### src/rtl/alu_nbit_seq.sv
// Multi-cycle N-bit ALU: single-cycle add/sub/logic ops, iterative shift-add multiply
// and restoring divide. Outputs are registered and change only when done pulses.
module alu_nbit_seq #(
    parameter int WIDTH = 16
) (
    input  logic             clk,
    input  logic             rst,
    input  logic             start,
    input  logic [2:0]       op_select,
    input  logic [WIDTH-1:0] a,
    input  logic [WIDTH-1:0] b,
    output logic [WIDTH-1:0] result,
    output logic [WIDTH-1:0] remainder,
    output logic             cout,
    output logic             overflow,
    output logic             neg,
    output logic             zero,
    output logic             div_zero,
    output logic             busy,
    output logic             done
);

    // state | meaning
    // IDLE  | waiting for start; operands latched on accept
    // MUL   | one shift-add partial product per cycle, WIDTH cycles
    // DIV   | one restoring quotient bit per cycle, WIDTH cycles
    // DONE  | done pulse cycle; start ignored, returns to IDLE

    localparam int            MSB      = WIDTH - 1;
    localparam int            CW       = $clog2(WIDTH + 1);
    localparam logic [CW-1:0] CNT_LOAD = CW'(WIDTH);
    localparam logic [CW-1:0] CNT_LAST = CW'(1);

    typedef enum logic [1:0] {
        IDLE = 2'd0,
        MUL  = 2'd1,
        DIV  = 2'd2,
        DONE = 2'd3
    } state_t;

    state_t               state;
    logic [WIDTH-1:0]     opa;
    logic [WIDTH-1:0]     opb;
    logic [WIDTH-1:0]     quo;
    logic [WIDTH-1:0]     rem;
    logic [2*WIDTH-1:0]   prod;
    logic [CW-1:0]        cnt;

    logic [WIDTH:0]       add_full;
    logic [WIDTH:0]       sub_full;
    logic [WIDTH-1:0]     alu_res;
    logic                 alu_cout;
    logic                 alu_ovf;

    logic [WIDTH:0]       mul_sum;
    logic [2*WIDTH-1:0]   mul_next;
    logic [WIDTH:0]       div_shift;
    logic [WIDTH:0]       div_diff;
    logic                 div_fit;
    logic [WIDTH-1:0]     rem_next;
    logic [WIDTH-1:0]     quo_next;

    logic                 fin_valid;
    logic [WIDTH-1:0]     fin_res;
    logic [WIDTH-1:0]     fin_rem;
    logic                 fin_cout;
    logic                 fin_ovf;
    logic                 fin_dz;

    assign add_full = {1'b0, a} + {1'b0, b};
    assign sub_full = {1'b0, a} + {1'b0, ~b} + {{WIDTH{1'b0}}, 1'b1};

    always_comb begin
        alu_res  = '0;
        alu_cout = 1'b0;
        alu_ovf  = 1'b0;
        case (op_select)
            3'b000: begin
                alu_res  = add_full[MSB:0];
                alu_cout = add_full[WIDTH];
                alu_ovf  = (a[MSB] == b[MSB]) && (add_full[MSB] != a[MSB]);
            end
            3'b001: begin
                alu_res  = sub_full[MSB:0];
                alu_cout = sub_full[WIDTH];
                alu_ovf  = (a[MSB] != b[MSB]) && (sub_full[MSB] != a[MSB]);
            end
            3'b010:  alu_res = a & b;
            3'b011:  alu_res = a | b;
            3'b110:  alu_res = a ^ b;
            default: alu_res = '0;
        endcase
    end

    // Multiplier sits in the low half of prod and is shifted out as the sum moves in.
    assign mul_sum  = {1'b0, prod[2*WIDTH-1:WIDTH]} + (prod[0] ? {1'b0, opa} : {(WIDTH+1){1'b0}});
    assign mul_next = {mul_sum, prod[WIDTH-1:1]};

    // rem < divisor always holds, so the borrow bit alone decides the quotient bit.
    assign div_shift = {rem, quo[MSB]};
    assign div_diff  = div_shift - {1'b0, opb};
    assign div_fit   = ~div_diff[WIDTH];
    assign rem_next  = div_fit ? div_diff[MSB:0] : div_shift[MSB:0];
    assign quo_next  = {quo[MSB-1:0], div_fit};

    always_comb begin
        fin_valid = 1'b0;
        fin_res   = alu_res;
        fin_rem   = '0;
        fin_cout  = alu_cout;
        fin_ovf   = alu_ovf;
        fin_dz    = 1'b0;
        case (state)
            IDLE: begin
                if (start) begin
                    if (op_select == 3'b101) begin
                        if (b == '0) begin
                            fin_valid = 1'b1;
                            fin_res   = '1;
                            fin_rem   = a;
                            fin_cout  = 1'b0;
                            fin_ovf   = 1'b0;
                            fin_dz    = 1'b1;
                        end
                    end else if (op_select != 3'b100) begin
                        fin_valid = 1'b1;
                    end
                end
            end
            MUL: begin
                fin_valid = (cnt == CNT_LAST);
                fin_res   = mul_next[MSB:0];
                fin_cout  = 1'b0;
                fin_ovf   = |mul_next[2*WIDTH-1:WIDTH];
            end
            DIV: begin
                fin_valid = (cnt == CNT_LAST);
                fin_res   = quo_next;
                fin_rem   = rem_next;
                fin_cout  = 1'b0;
                fin_ovf   = 1'b0;
            end
            default: fin_valid = 1'b0;
        endcase
    end

    always_ff @(posedge clk) begin
        if (rst) begin
            state     <= IDLE;
            result    <= '0;
            remainder <= '0;
            cout      <= 1'b0;
            overflow  <= 1'b0;
            neg       <= 1'b0;
            zero      <= 1'b1;
            div_zero  <= 1'b0;
            busy      <= 1'b0;
            done      <= 1'b0;
            opa       <= '0;
            opb       <= '0;
            quo       <= '0;
            rem       <= '0;
            prod      <= '0;
            cnt       <= '0;
        end else begin
            done <= 1'b0;
            if (fin_valid) begin
                result    <= fin_res;
                remainder <= fin_rem;
                cout      <= fin_cout;
                overflow  <= fin_ovf;
                neg       <= fin_res[MSB];
                zero      <= (fin_res == '0);
                div_zero  <= fin_dz;
                busy      <= 1'b0;
                done      <= 1'b1;
            end
            case (state)
                IDLE: begin
                    if (start) begin
                        opa  <= a;
                        opb  <= b;
                        cnt  <= CNT_LOAD;
                        prod <= {{WIDTH{1'b0}}, b};
                        quo  <= a;
                        rem  <= '0;
                        if (op_select == 3'b100) begin
                            state <= MUL;
                            busy  <= 1'b1;
                        end else if ((op_select == 3'b101) && (b != '0)) begin
                            state <= DIV;
                            busy  <= 1'b1;
                        end else begin
                            state <= DONE;
                        end
                    end
                end
                MUL: begin
                    prod <= mul_next;
                    cnt  <= cnt - CNT_LAST;
                    if (cnt == CNT_LAST) state <= DONE;
                end
                DIV: begin
                    quo <= quo_next;
                    rem <= rem_next;
                    cnt <= cnt - CNT_LAST;
                    if (cnt == CNT_LAST) state <= DONE;
                end
                DONE:    state <= IDLE;
                default: state <= IDLE;
            endcase
        end
    end

endmodule
### config.mk
export PLATFORM = sky130hd
export DESIGN_NAME = alu_nbit_seq
export DESIGN_NICKNAME = d
export VERILOG_FILES = /design/src/rtl/alu_nbit_seq.sv
export SDC_FILE = /design/constraint.sdc
export NUM_CORES = 1
export LEC_CHECK = 0
export ABC_AREA = 1
export CORE_UTILIZATION = 58
export CTS_CLUSTER_SIZE = 20
export DETAILED_ROUTE_END_ITERATION = 16
export PLACE_DENSITY = 0.79
export SETUP_SLACK_MARGIN = 0.15
export SLEW_MARGIN = 20
export SYNTH_ARGS = -nofsm -noshare
export SYNTH_HDL_FRONTEND = slang
export SYNTH_SLANG_ARGS = --single-unit
### constraint.sdc
create_clock -name clk -period 3.56 [get_ports clk]
set_input_delay 1.068 -clock clk [delete_from_list [all_inputs] [get_ports clk]]
set_output_delay 1.068 -clock clk [all_outputs]
set_load 0.005 [all_outputs]
Word-level counts from Yosys, hierarchy flattened
Cells that the tools add are included.
{ "word_totals": {"ff_bits": 142, "latchBits": 0, "ram_bits": 0, "mem_bits_ro": 0, "input_bits": 38, "output_inout_bits": 39, "mem_count": 0} }
{ "op_classes": {"n_addsub": 6, "mul": 0, "n_div": 0, "order_cmp": 0, "eq_ne": 17, "n_shift": 0, "mux": 48, "bitwise": 5, "n_reduce_logical": 18} }
{ "op_table": {"columns": ["operator", "count"], "rows": [
  ["$mux W16", 10],
  ["$pmux W16 S2", 3],
  ["$pmux W16 S5", 1],
  ["$pmux W32 S2", 1],
  ["$add A16 B16 Y17", 3],
  ["$pmux W16 S3", 1],
  ["$logic_not A16 Y1", 2],
  ["$mux W32", 1],
  ["$mux W1", 20],
  ["$add A17 B1 Y17 const B", 1],
  ["$sub A17 B16 Y17", 1],
  ["$and A16 B16 Y16", 1],
  ["$not A16 Y16", 1],
  ["$or A16 B16 Y16", 1],
  ["$reduce_bool A16 Y1", 1],
  ["$reduce_or A16 Y1", 1],
  ["$xor A16 B16 Y16", 1],
  ["$pmux W5 S2", 1],
  ["$reduce_and A2 Y1", 5],
  ["$eq A3 B3 Y1 const B", 3],
  ["$pmux W1 S2", 4],
  ["$eq A3 B2 Y1 const B", 2],
  ["$mux W2", 3],
  ["$pmux W2 S3", 1],
  ["18 further kinds", 25]
]} }

Logic depth before layout (Yosys ltp)
{ "logic_depth": {"ltp_word": 10, "depth_mapped": 21} }

Worst setup path after synthesis
No wires, ideal clock.
{ "synth_timing": {"kind": "in2reg", "start": "input a[0]", "end": "register zero", "setup_ns": 0.059, "arrival_ns": 2.753, "required_ns": 3.501, "setup_slack_ns": 0.748, "cell_stages": 17, "n_path_buf": 0, "cell_sequence": "ha_1 fa_1 nand3_1 nand3_1 nand2_1 nand2_1 nand2_1 nand3_1 nand3_1 nand3_1 nand2_1 nand2_1 nor2_1 nand2_1 nor2_1 nand3_1 nand2_1"} }
{ "synth_between": {"elab_chain_len": 8, "elab_cells_between_ends": 12, "cone_classes": "add/sub: 3; mux: 5; bitwise: 3; reduce/logical: 1"} }
{ "synth_rtl": {"columns": ["item", "line", "source"], "rows": [
  ["start: declaration", "10", "input logic [WIDTH-1:0] a,"],
  ["$add A16 B16 Y17", "71", "assign sub_full = {1'b0, a} + {1'b0, ~b} + {{WIDTH{1'b0}}, 1'b1};"],
  ["$add A17 B1 Y17", "71", null],
  ["$pmux W16 S5 (*)", "77", "case (op_select)"],
  ["$mux W16", "117", "if (b == '0) begin"],
  ["$mux W16", "116", "if (op_select == 3'b101) begin"],
  ["$mux W16", "115", "if (start) begin"],
  ["$pmux W16 S3 (*)", "113", "case (state)"],
  ["$logic_not A16 Y1 (*)", "173", "zero <= (fin_res == '0);"],
  ["end signal: assignment", "173", null],
  ["end: declaration", "17", "output logic zero,"]
]} }
Mark *: on every way between the ends. The rest lies on a longest branch, timed or not.
A chain may end at the register's enable or synchronous reset.

Worst setup path after layout
{ "layout_timing": {"start": "input a[8]", "end": "register zero"} }
The elaborated chain is that of the path after synthesis.

==> results.md <==
- Outcome: finished clean
- Core area: 17,500 um^2
- Total power: 8.62 mW
- Seq cells post-synth: 141
- Final Max Tran Viols: 0
- Crit. End Element: flip-flop
- Die Width: 137 um
- GPL Wtd Cong: 1.07
- DR WL/cell: 18.3 um
- Peak supply drop: 0.000706 V
- FF-to-FF path depth: 17
- Global-route wire length before repair: 59,100 um
- Largest net degree at the start of global routing: 52
- Worst rel slew slack: 41.1%
- Starting density of the core: 60.2%
- Total number of yosys warnings: 0
- DIE HEIGHT: 137 um
- Total gr overflow: 0
- Worst Path Required: 3.94 ns
- Met2 usage: 67.9%
- Top cell type's share of synthesized area: 26.7%
- PortBufs: 76
- Final Skew: 0.0124 ns
- Post-CTS setup buffers: 0
- Clock buffer count from CTS: 17
- GRT Total Usage: 41.3%
- Compound-Gate Fraction of Synth Area: 20.1%
- Mapped Area: 10,600 um^2
- Drt first-iter violations: 1,203
- Largest area contributor in the netlist: dfxtp_1
- Largest family of logic cells by synthesized area: simple AND/OR/NAND/NOR gates
- Syn nets: 1,784
- Mapped Avg Cell Area: 6.38 um^2
- Hold Path Class: flip-flop to flip-flop
- Antenna violations before repair: 1
- Diode count: 0
- Via count of the first global-routing pass: 11,400
- Syn Inst Count: 1,656
- Critical Path Source Type: input pin
- Max cap viols: 0
- Die Area: 18,800 um^2
- Hold Buf Count CTS: 0
- Hold path start: result[1]
- Final worst slack: 0.271 ns
- Multiplexer share of the synthesized area: 0%
- RR Startpoint: quo[15]
- Clk Latency, worst-skew pair: 0.43 ns
- Final min period: 3.29 ns
- Clock sinks: 141
- Vias post-DR: 12,300
- Rows: 48
- Remaining antenna violation count: 0
- M1 GR Usage: 50.6%
- Dpl hpwl: 29,400 um
- Crit Path Category: input pin to flip-flop
- FFs w/ async S/R, synth: 0%
- Final core utilization: 75.7%
- Max frequency: 0.304 GHz
- Share of cells above drive strength 1: 14.1%
- Clock slew seen by the registers of the worst setup and hold paths: 0.07 ns
- Hold path endpoint: result[1]
- Syn-to-layout area delta: 25.7%
- R2R Setup Slk: 0.60 ns
- Crit Path Max Fanout: 7
- Drt first pass iters: 6
- Post-Synth Adder-Cell Area: 10.9%
- # nets final: 1,972
- Reg-to-Reg End: remainder[1]
- Power per cell area: 650 nW/um^2
- Drt total wl: 38,000 um
- Final setup viols: 0
- RSZ-0062 raised after global routing: false
- LEAKAGE: 6.66 nW
- Busiest grt layer: met2
- CTS max path bufs: 2
- Synth Area in XOR/XNOR: 2.32%
- H-tree Lvls: 4
- GR Layer Usage met3: 8.11%
- Simple-gate share of the synthesized area: 29.1%
- Post-DR vias/cell: 5.90
- CTS root buf: clkbuf_16
- CTS tree: built
- Post-synth EDFFs: 0
- Pre-CTS worst setup slack: -0.270 ns
- Hold_ws: 0.468 ns
- Final hold vios: 0
- Io pins: 77
- Dominant synthesized flop cell: dfxtp_1
- Hold depth: 2
- Critical path arrival: 3.67 ns
- DR DRC count: 0
- Final period util: 92.4%
- Seq/Total Area, Yosys: 26.7%
- Worst slew pin tran: 0.883 ns
- Synth area leaders: dfxtp_1, nand2_1, ha_1, a21oi_1, inv_1
- Distinct cells, synth: 51
-- logic make-up (layout without fill, tap and decap cells) --
kind of cell / Yosys count / in the layout
xor+xnor: 28 / 28
buf+inv: 281 / 482
flops: 141 / 141
simple gates: 730 / 730
fa+ha+maj: 90 / 90
compound gates: 386 / 386
-- where the power goes --
part | switching (mW) | leakage (nW) | internal, mW
logic | 2.84 | 5.23 | 1.74
registers | 0.294 | 1.16 | 2.02
clock network | 0.759 | 0.270 | 0.975
-- cell usage in the layout, fill, tap and decap left out, types with 4 or more instances in the layout --
cell type	synthesis	final
ha_1	86	78
o211ai_2	5	5
clkdlybuf4s50_1	0	70
o21ai_0	140	140
fa_1	4	4
a21oi_1	151	149
buf_12	0	8
ha_2	0	4
a31oi_1	37	37
or2_2	8	8
a21o_1	4	4
nand2_1	450	449
inv_1	198	196
nor3_1	10	10
a21oi_2	2	4
buf_4	3	157
o21bai_1	4	4
o22ai_1	11	11
xor2_1	16	16
nand4_1	22	22
nand3b_1	6	6
dfxtp_1	141	141
nand2_2	3	4
o211ai_1	8	8
xnor2_1	12	12
inv_6	0	5
nand3_1	104	101
o21ai_1	11	9
ha_4	0	4
nor2_1	107	102
clkbuf_16	0	17
dlymetal6s2s_1	0	5
nor2_2	4	9
inv_2	9	11
nand3_2	4	7
-- state kept, by name, indices dropped and copies added, names as in the netlist --
name and count:
state 2, result 16, cout 1, rem 16
quo 16, remainder 16, overflow 1, done 1
prod 32, zero 1, div_zero 1, cnt 5
busy 1, opb 16, opa 16
-- through the flow --
| stage | std cells | instance area (um^2) | TNS [ns] |
|---|---|---|---|
| 6_report | 2082 | 13300 | 0 |
| 4_1_cts | 2082 | 13200 | 0 |
| 5_1_grt | 2082 | 13300 | 0 |
| 2_1_floorplan | 1656 | 10600 | 0 |
| 3_5_place_dp | 2050 | 12600 | -1.50 |
| 3_3_place_gp | 2050 | 12600 | -1.45 |
-- synthesized netlist by cell type (4+ instances only) --
cell type  instances
buf_6              4
o211ai_1           8
a21o_1             4
buf_2             24
o21ai_0          140
o21bai_1           4
nand3_1          104
nor2_2             4
o21ai_1           11
nor3_1            10
nand2_1          450
nand3b_1           6
inv_2              9
inv_1            198
a21oi_1          151
a31oi_1           37
o211ai_2           5
dfxtp_1          141
nand4_1           22
ha_1              86
nor2_1           107
fa_1               4
nand3_2            4
o22ai_1           11
xnor2_1           12
clkbuf_1          35
xor2_1            16
or2_2              8
-- layer usage --
metal / up-vias / share of wire [%]
met5: - / 0.042
met4: 2 / 5.4
met3: 149 / 8.9
met2: 676 / 46
met1: 5655 / 40
li1: 5811 / -
-- area by class of cell --
class                      count  area (um^2)
clock buffer                  18          429
clock inverter                14          135
fill                        1424         4260
inverter                     209          785
multi-input combinational   1234         6710
sequential                   141         2820
tap                          225          282
timing repair buffer         241         2110
-- how the worst max path moves through the flow --
stage | from | end | slack (ns) | depth (start not counted)
after floorplan | a[0] | zero | 0.75 | 17
after global placement | b[0] | zero | -0.27 | 16
after detailed placement | b[0] | zero | -0.27 | 16
after CTS | b[0] | zero | 0.16 | 16
after global routing | b[12] | cout | 0.15 | 15
final | a[8] | zero | 0.27 | 17
-- worst max-delay path: stages --
cell	delay (ns)
clkdlybuf4s50_1	0.50
inv_1	0.08
ha_1	0.42
nand2_1	0.16
nor2_2	0.23
nand3_1	0.18
nand3_1	0.12
nand2_1	0.05
nand3_1	0.06
nand3_1	0.08
nand2_1	0.07
nand2_1	0.14
nor2_1	0.16
nand2_1	0.06
nor2_1	0.12
nand3_1	0.09
nand2_1	0.06
-- what timing repair did --
action,in CTS,in global routing
gates resized for setup,0,26
setup endpoints to repair,0,8
hold endpoints to repair,0,0
Power figures use the tool's default switching activity.
